===== src/rtl/can_rx_frame_buffer.sv =====
// CAN RX frame buffer: packs the controller's byte stream into 64-bit frames and queues them in a FWFT FIFO.
// Optional macro CAN_RX_TIMESTAMP_EN adds a free-running cycle counter and the out_ts port.
module can_rx_frame_buffer #(
  parameter int DEPTH_LOG2 = 4,
  parameter int CNT_W      = 16
) (
  input  logic                  clk,
  input  logic                  rstn,
  input  logic                  in_valid,
  input  logic                  in_last,
  input  logic [7:0]            in_data,
  input  logic [28:0]           in_id,
  input  logic                  in_ide,
  output logic                  out_valid,
  input  logic                  out_ready,
  output logic [63:0]           out_data,
  output logic [3:0]            out_len,
  output logic [28:0]           out_id,
  output logic                  out_ide,
`ifdef CAN_RX_TIMESTAMP_EN
  output logic [31:0]           out_ts,
`endif
  output logic [DEPTH_LOG2:0]   count,
  output logic                  drop,
  output logic [CNT_W-1:0]      overflow_cnt
);

  localparam int DEPTH = 1 << DEPTH_LOG2;
  localparam int PW    = DEPTH_LOG2 + 1;

  typedef struct packed {
    logic [63:0] data;
    logic [3:0]  len;
    logic [28:0] id;
    logic        ide;
`ifdef CAN_RX_TIMESTAMP_EN
    logic [31:0] ts;
`endif
  } entry_t;

  logic [63:0]      acc_r, acc_s;
  logic [3:0]       idx_r;
  logic [5:0]       shamt_s;
  logic             commit_s, wr_en_s, pop_s, full_s;
  logic [PW-1:0]    wr_ptr_r, rd_ptr_r, wr_ptr_nxt_s, rd_ptr_nxt_s, count_nxt_s, count_r;
  entry_t           mem_r [DEPTH];
  entry_t           new_s, head_r, head_nxt_s;
  logic             out_valid_r, drop_r;
  logic [CNT_W-1:0] ovf_r;
`ifdef CAN_RX_TIMESTAMP_EN
  logic [31:0]      ts_cnt_r, ts_hold_r;
`endif

  // Byte placement into the accumulator and the entry that a commit would push
  always_comb begin
    shamt_s = 6'd56 - {idx_r[2:0], 3'b000};
    acc_s   = acc_r;
    if (in_valid && (idx_r < 4'd8)) begin
      acc_s = acc_r | ({56'd0, in_data} << shamt_s);
    end else begin
      acc_s = acc_r;
    end
    commit_s     = in_valid & in_last;
    new_s        = '0;
    new_s.data   = acc_s;
    new_s.len    = (idx_r < 4'd8) ? (idx_r + 4'd1) : 4'd8;
    new_s.id     = in_id;
    new_s.ide    = in_ide;
`ifdef CAN_RX_TIMESTAMP_EN
    new_s.ts     = (idx_r == 4'd0) ? ts_cnt_r : ts_hold_r;
`endif
  end

  // FIFO pointer arithmetic and next head entry (bypass when writing into an empty slot at the head)
  always_comb begin
    full_s       = ((wr_ptr_r ^ rd_ptr_r) == {1'b1, {DEPTH_LOG2{1'b0}}});
    wr_en_s      = commit_s & ~full_s;
    pop_s        = out_valid_r & out_ready;
    wr_ptr_nxt_s = wr_ptr_r + {{DEPTH_LOG2{1'b0}}, wr_en_s};
    rd_ptr_nxt_s = rd_ptr_r + {{DEPTH_LOG2{1'b0}}, pop_s};
    count_nxt_s  = wr_ptr_nxt_s - rd_ptr_nxt_s;
    head_nxt_s   = '0;
    if (count_nxt_s == {PW{1'b0}}) begin
      head_nxt_s = '0;
    end else if (wr_en_s && (rd_ptr_nxt_s == wr_ptr_r)) begin
      head_nxt_s = new_s;
    end else begin
      head_nxt_s = mem_r[rd_ptr_nxt_s[DEPTH_LOG2-1:0]];
    end
  end

  // Frame storage; contents need no reset since pointers gate visibility
  always_ff @(posedge clk) begin
    if (wr_en_s) begin
      mem_r[wr_ptr_r[DEPTH_LOG2-1:0]] <= new_s;
    end
  end

  // Assembly state, FIFO pointers and registered outputs
  always_ff @(posedge clk or negedge rstn) begin
    if (!rstn) begin
      acc_r       <= 64'd0;
      idx_r       <= 4'd0;
      wr_ptr_r    <= {PW{1'b0}};
      rd_ptr_r    <= {PW{1'b0}};
      count_r     <= {PW{1'b0}};
      head_r      <= '0;
      out_valid_r <= 1'b0;
      drop_r      <= 1'b0;
      ovf_r       <= {CNT_W{1'b0}};
    end else begin
      if (commit_s) begin
        acc_r <= 64'd0;
        idx_r <= 4'd0;
      end else if (in_valid && (idx_r < 4'd8)) begin
        acc_r <= acc_s;
        idx_r <= idx_r + 4'd1;
      end else begin
        acc_r <= acc_r;
        idx_r <= idx_r;
      end
      wr_ptr_r    <= wr_ptr_nxt_s;
      rd_ptr_r    <= rd_ptr_nxt_s;
      count_r     <= count_nxt_s;
      head_r      <= head_nxt_s;
      out_valid_r <= (count_nxt_s != {PW{1'b0}});
      drop_r      <= commit_s & full_s;
      if (commit_s && full_s && (ovf_r != {CNT_W{1'b1}})) begin
        ovf_r <= ovf_r + {{(CNT_W-1){1'b0}}, 1'b1};
      end else begin
        ovf_r <= ovf_r;
      end
    end
  end

`ifdef CAN_RX_TIMESTAMP_EN
  // Free-running cycle counter; latched at each frame's first byte
  always_ff @(posedge clk or negedge rstn) begin
    if (!rstn) begin
      ts_cnt_r  <= 32'd0;
      ts_hold_r <= 32'd0;
    end else begin
      ts_cnt_r <= ts_cnt_r + 32'd1;
      if (in_valid && (idx_r == 4'd0)) begin
        ts_hold_r <= ts_cnt_r;
      end else begin
        ts_hold_r <= ts_hold_r;
      end
    end
  end
  assign out_ts = head_r.ts;
`endif

  assign out_valid    = out_valid_r;
  assign out_data     = head_r.data;
  assign out_len      = head_r.len;
  assign out_id       = head_r.id;
  assign out_ide      = head_r.ide;
  assign count        = count_r;
  assign drop         = drop_r;
  assign overflow_cnt = ovf_r;

endmodule


===== config.mk =====
export PLATFORM = sky130hd
export DESIGN_NAME = can_rx_frame_buffer
export DESIGN_NICKNAME = d
export VERILOG_FILES = /design/src/rtl/can_rx_frame_buffer.sv
export SDC_FILE = /design/constraint.sdc
export NUM_CORES = 2
export LEC_CHECK = 0
export BUFFER_PORTS_ARGS = -buffer_cell sky130_fd_sc_hd__buf_4
export CORE_UTILIZATION = 40
export CTS_CLUSTER_DIAMETER = 100
export DETAILED_ROUTE_END_ITERATION = 10
export HOLD_SLACK_MARGIN = 0.03
export PLACE_DENSITY = 0.62
export SLEW_MARGIN = 20
export SYNTH_ARGS = -nofsm -noshare
export SYNTH_HDL_FRONTEND = slang
export SYNTH_SLANG_ARGS = --single-unit

===== constraint.sdc =====
create_clock -name clk -period 15.47 [get_ports clk]
set_clock_uncertainty 0.2 [all_clocks]
set_input_delay 2.3205 -clock clk [delete_from_list [all_inputs] [get_ports clk]]
set_output_delay 2.3205 -clock clk [all_outputs]
set_load 0.05 [all_outputs]

-- Word-level counts from Yosys, hierarchy flattened
Memories as Yosys holds them, arrays and structs flattened.
Index checks and enable logic that the tools add are counted.
- bitwise logic cells: 7
- reductions and logical operators: 7
- $lt $le $gt $ge: 1
- $add $sub $neg: 6
- equal/unequal tests: 3
- mux-type cells: 10
- shift operators: 1
- operator list (cell ; number):
    two-way mux 98 bit ; 2
    two-way mux 64 bit ; 3
    OR 64 bit ; 1
    left shift 8 x 6 -> 64 bit ; 1
    adder 16 x 1 -> 16 bit (second input constant) ; 1
    != test 16 bit (second input constant) ; 1
    two-way mux 4 bit ; 3
    adder 5 x 1 -> 5 bit ; 2
    subtractor 6 bit (first input constant) ; 1
    == test 5 bit ; 1
    == test 5 bit (second input constant) ; 1
    logical NOT 5 bit ; 1
    nonzero test 5 bit ; 1
    subtractor 5 bit ; 1
    XOR 5 bit ; 1
    adder 4 x 1 -> 4 bit (second input constant) ; 1
    AND 1 bit ; 4
    logical AND 1 bit ; 4
    less-than comparator 4 bit (second input constant) ; 1
    two-way mux 1 bit ; 2
    nonzero test 2 bit ; 1
    inverter 1 bit ; 1
- memories: 1
- bits in writable memories: 1568
- output and inout port bits: 121
- bits in registers: 199
- input bits: 43
- memories (name ; words ; width ; rd ports ; clocked after memory_dff ; write ports ; RTL line ; source):
    mem_r ; 16 ; 98 ; 1 ; 0 ; 1 ; 46 ; entry_t mem_r [DEPTH];

-- Longest topological paths before layout
- depth in word-level cells: 8
- gate-level depth with buffers: 19
- mapped depth without buffers: 14

-- Worst setup path after synthesis
Ideal clock, no wire load.
- path kind: input -> register
- start point: input port in_valid
- end point: memory mem_r[5][0] (netlist name), enable pin
- library setup time: 796 ps
- arrival time: 12460 ps
- buffers on the path: 3
- path slack: 2014 ps
- stages on the path: 6
- cell sequence: and2_1 -> clkbuf_1 -> o21ai_1 -> clkbuf_1 -> clkbuf_1 -> nor4_1
- word-level cells in the longest chain between the ends: 4
- ends and longest elaborated chain (what ; RTL line ; source):
    from (decl) ; 9 ; input logic in_valid,
    AND 1 bit ; 63 ; commit_s = in_valid & in_last;
    AND 1 bit ; 77 ; wr_en_s = commit_s & ~full_s;
    two-way mux 1 bit ; 94 ; if (wr_en_s) begin
    two-way mux 1 bit (not written as such) ; 95 ; mem_r[wr_ptr_r[DEPTH_LOG2-1:0]] <= new_s;
    to (decl) ; 46 ;
Every way passes these cells.

==> results.ini <==
[status]
outcome = finished clean

[placed_design]
dp_hpwl_microns = 81500
place_congestion = 0.746
port_buffers = 163

[floorplanning]
dieArea_sq_um = 173000
num_io_pins = 164
die_h_microns = 416
core_area_sq_um = 170000
die-width_microns = 416
initial_utilization_pct = 40.4
placementRows = 151

[run]
cap_viol_max_count = 0

[sta]
slew_headroom_pct = 20.8
setup_viol = 0
worst_pin_slew_ns = 1.19
rsz0062_at_grt = false
whs_ns = 0.294
slew_viol_final = 0
finalHoldViolCount = 0
fin_crit_ns = 7.36
finalCritPeriodShare_pct = 47.6
setup_tns_ns = 0
timing.fmax_mhz = 136

[cts]
numCtsBuffers = 178
clk_pin_slew_ns = 0.06
cts_tree = built
cts_hold_buf = 0
clkLatencyLatePin_ns = 0.81
cts_root_buf = clkbuf_16
post_cts_buffers = 0
post_cts_resized = 0
clk_path_buf_depth = 3
h-tree-depth = 4
clock-sinks = 1767

[final_layout]
register_area_sq_um = 52100
area_growth_pct = 14.2
multiInputGateArea_sq_um = 15800
final_layout_size_suffix_gt1_share_pct = 25.2
fin_nets = 3524
num-fill-cells = 13929

[critical_path]
cp_slowest_cell = buf_4
cp.required_ns = 15.88
cp_max_fo = 51
cp.arrival_ns = 7.77
cp_num_buf_inv = 6
crit_path_end_kind = flip-flop
worst_path_most_repeated_cell = buf_4
critical_path_class = in2reg
crit_path_cell_trace = buf_4, and2_1, o21ai_4, inv_4, ha_1, inv_1, ha_1, inv_1, fa_1, a21o_1, a21oi_1, xor3_1, nor4_4, buf_4, buf_4, a21oi_1
crit_path_max_incr_delay_ns = 0.80
start_kind = primary input
cp_top_family = buffers and inverters

[routing]
dr_total_vias = 33925
drt-wirelength-per-cell_microns = 29.4
drtIter0Drc = 3576
drt_wl_total_microns = 171000
drc_errors = 0
antenna_left = 0
viasPerCell = 5.81
firstDrtPassIters = 5

[logic_synthesis]
synthesis.nets = 3317
ys.warnings.count = 0
synth_cells = 3262
yosysUniqueCellTypes = 40
synth_edf_count = 1568
syn_area_sq_um = 68600
ys_seq_area_share_pct = 75.9
synth-main-ff-cell = edfxtp_1
synthArstFlopShare_pct = 11.3
yosys_register_bits = 1767
synth_area_per_cell_sq_um = 21.0

[global_route]
grt_pass1_vias = 35064
globalRoute.totalOverflow = 0
grt_pass1_wl_microns = 248000
track_usage_pct = 19.8
antenna_found_initial = 2
grt_max_degree = 132

[power_and_ir_drop]
power_density_nw_per_um2 = 203
p_leak_uw = 0.0274
irDropWorstVdd_uv = 262

[hold_path]
holdCritPathClass = reg2reg

## layout make-up
class,count,share of cell area (%)
Sequential cell,1767,66.4
Multi-Input combinational cell,1272,20.2
Clock buffer,237,6.21
Tap cell,2218,3.54
Timing Repair Buffer,238,2.41
Clock inverter,97,1.14
Inverter,12,0.0607
Antenna cell,1,0.00319
## sequential cells by signal, summed over array words and instances (netlist names), 4 cells and up
signal        flops
acc_r            64
out_data         64
wr_ptr_r          5
rd_ptr_r          5
mem_r          1568
out_id           29
count             5
idx_r             4
out_len           4
overflow_cnt     16
## cell families after synthesis
| logic type | share of synthesized area (%) |
|---|---|
| multiplexers | 17.2 |
| XOR/XNOR | 0.551 |
| AND/OR/NAND/NOR | 1.69 |
| buffers and inverters | 1.35 |
| AO/OA/AOI/OAI | 3.12 |
| adder cells (fa/ha/maj) | 0.230 |
| flip-flops | 75.9 |
## cell usage after synthesis (4+ instances only)
library cell     n  area [sq um]
buf_1           12          45.0
buf_2           61           305
xor2_1          16           140
nor3_1          19          95.1
mux4_2         392          8830
dfrtp_1        199          4980
clkbuf_1       136           510
xnor2_1         20           175
ha_1            11           138
mux2i_1        294          2940
nand3_1         14          70.1
nand2_1         17          63.8
a21oi_1        101           505
inv_1            9          33.8
nor4_1           4          25.0
nand4_1        102           638
edfxtp_1      1568         47100
a21o_1          66           495
nand2b_1         7          43.8
o21ai_0         98           490
nor2_1          22          82.6
o211a_1         64           641
## power by group
part	internal, uW	switching, uW	leakage [uW]
Clock	2410	1830	0.00282
Combinational	2310	3400	0.00767
Sequential	5710	249	0.0169
## layer usage
metal | vias up | GRT usage (%) | wire (microns)
met1 | 18461 | 26.9 | 70500
met2 | 1246 | 32.9 | 85300
met5 | - | 0 | 0
li1 | 13955 | - | -
met4 | 0 | 6.27 | 4860
met3 | 263 | 3.23 | 10800
## per-stage QoR
step / total power (uW) / setup slack, ns / util (%) / cell area (sq um) / cells
global route: 16600 / 8.02 / 46.1 / 78400 / 5842
finish: 15900 / 8.11 / 46.1 / 78400 / 5842
global placement: 11800 / 7.43 / 42.7 / 72500 / 5505
detailed placement: 11800 / 7.39 / 42.7 / 72500 / 5505
CTS: 16000 / 8.25 / 46.1 / 78300 / 5839
floorplan: 10100 / 2.01 / - / 68600 / 3262
## final timing paths
| check | slack [ns] | startpoint | end | cells past startpoint |
|---|---|---|---|---|
| worst min register to register | 0.29 | overflow_cnt[14] | overflow_cnt[14] | 1 |
| worst max register to register | 9.11 | wr_ptr_r[3] | out_id[1] | 16 |
| max in group asynchronous | 11.16 | rstn | out_data[6] | 3 |
| min in group asynchronous | 1.37 | rstn | overflow_cnt[12] | 1 |
| worst min-delay path | 0.29 | overflow_cnt[14] | overflow_cnt[14] | 1 |
| worst max-delay path | 8.11 | in_valid | out_id[1] | 16 |
## worst register-to-register path, delay by kind of cell (launching register included)
kind            cells  cell delay, ns
buf+inv             5            2.31
fa+ha+maj           3            0.99
xor+xnor            2            0.71
simple gates        2            0.69
flops               1            0.67
compound gates      4            0.65
## cell usage in the layout (no fill, tap or decap), types with 10 or more instances in the layout
cell type	count
clkbuf_16	181
a21o_1	66
mux2i_1	294
clkinv_1	43
clkbuf_8	13
clkbuf_1	43
nand2_1	16
mux4_2	392
clkinv_2	26
xor2_1	16
buf_4	230
nor2_1	12
a21oi_1	101
nand3_1	14
nand4_1	102
o211a_1	64
bufinv_16	11
nor3_2	10
xnor2_1	18
dfrtp_1	199
edfxtp_1	1568
o21ai_0	98
(Power assumes the default switching activity.)
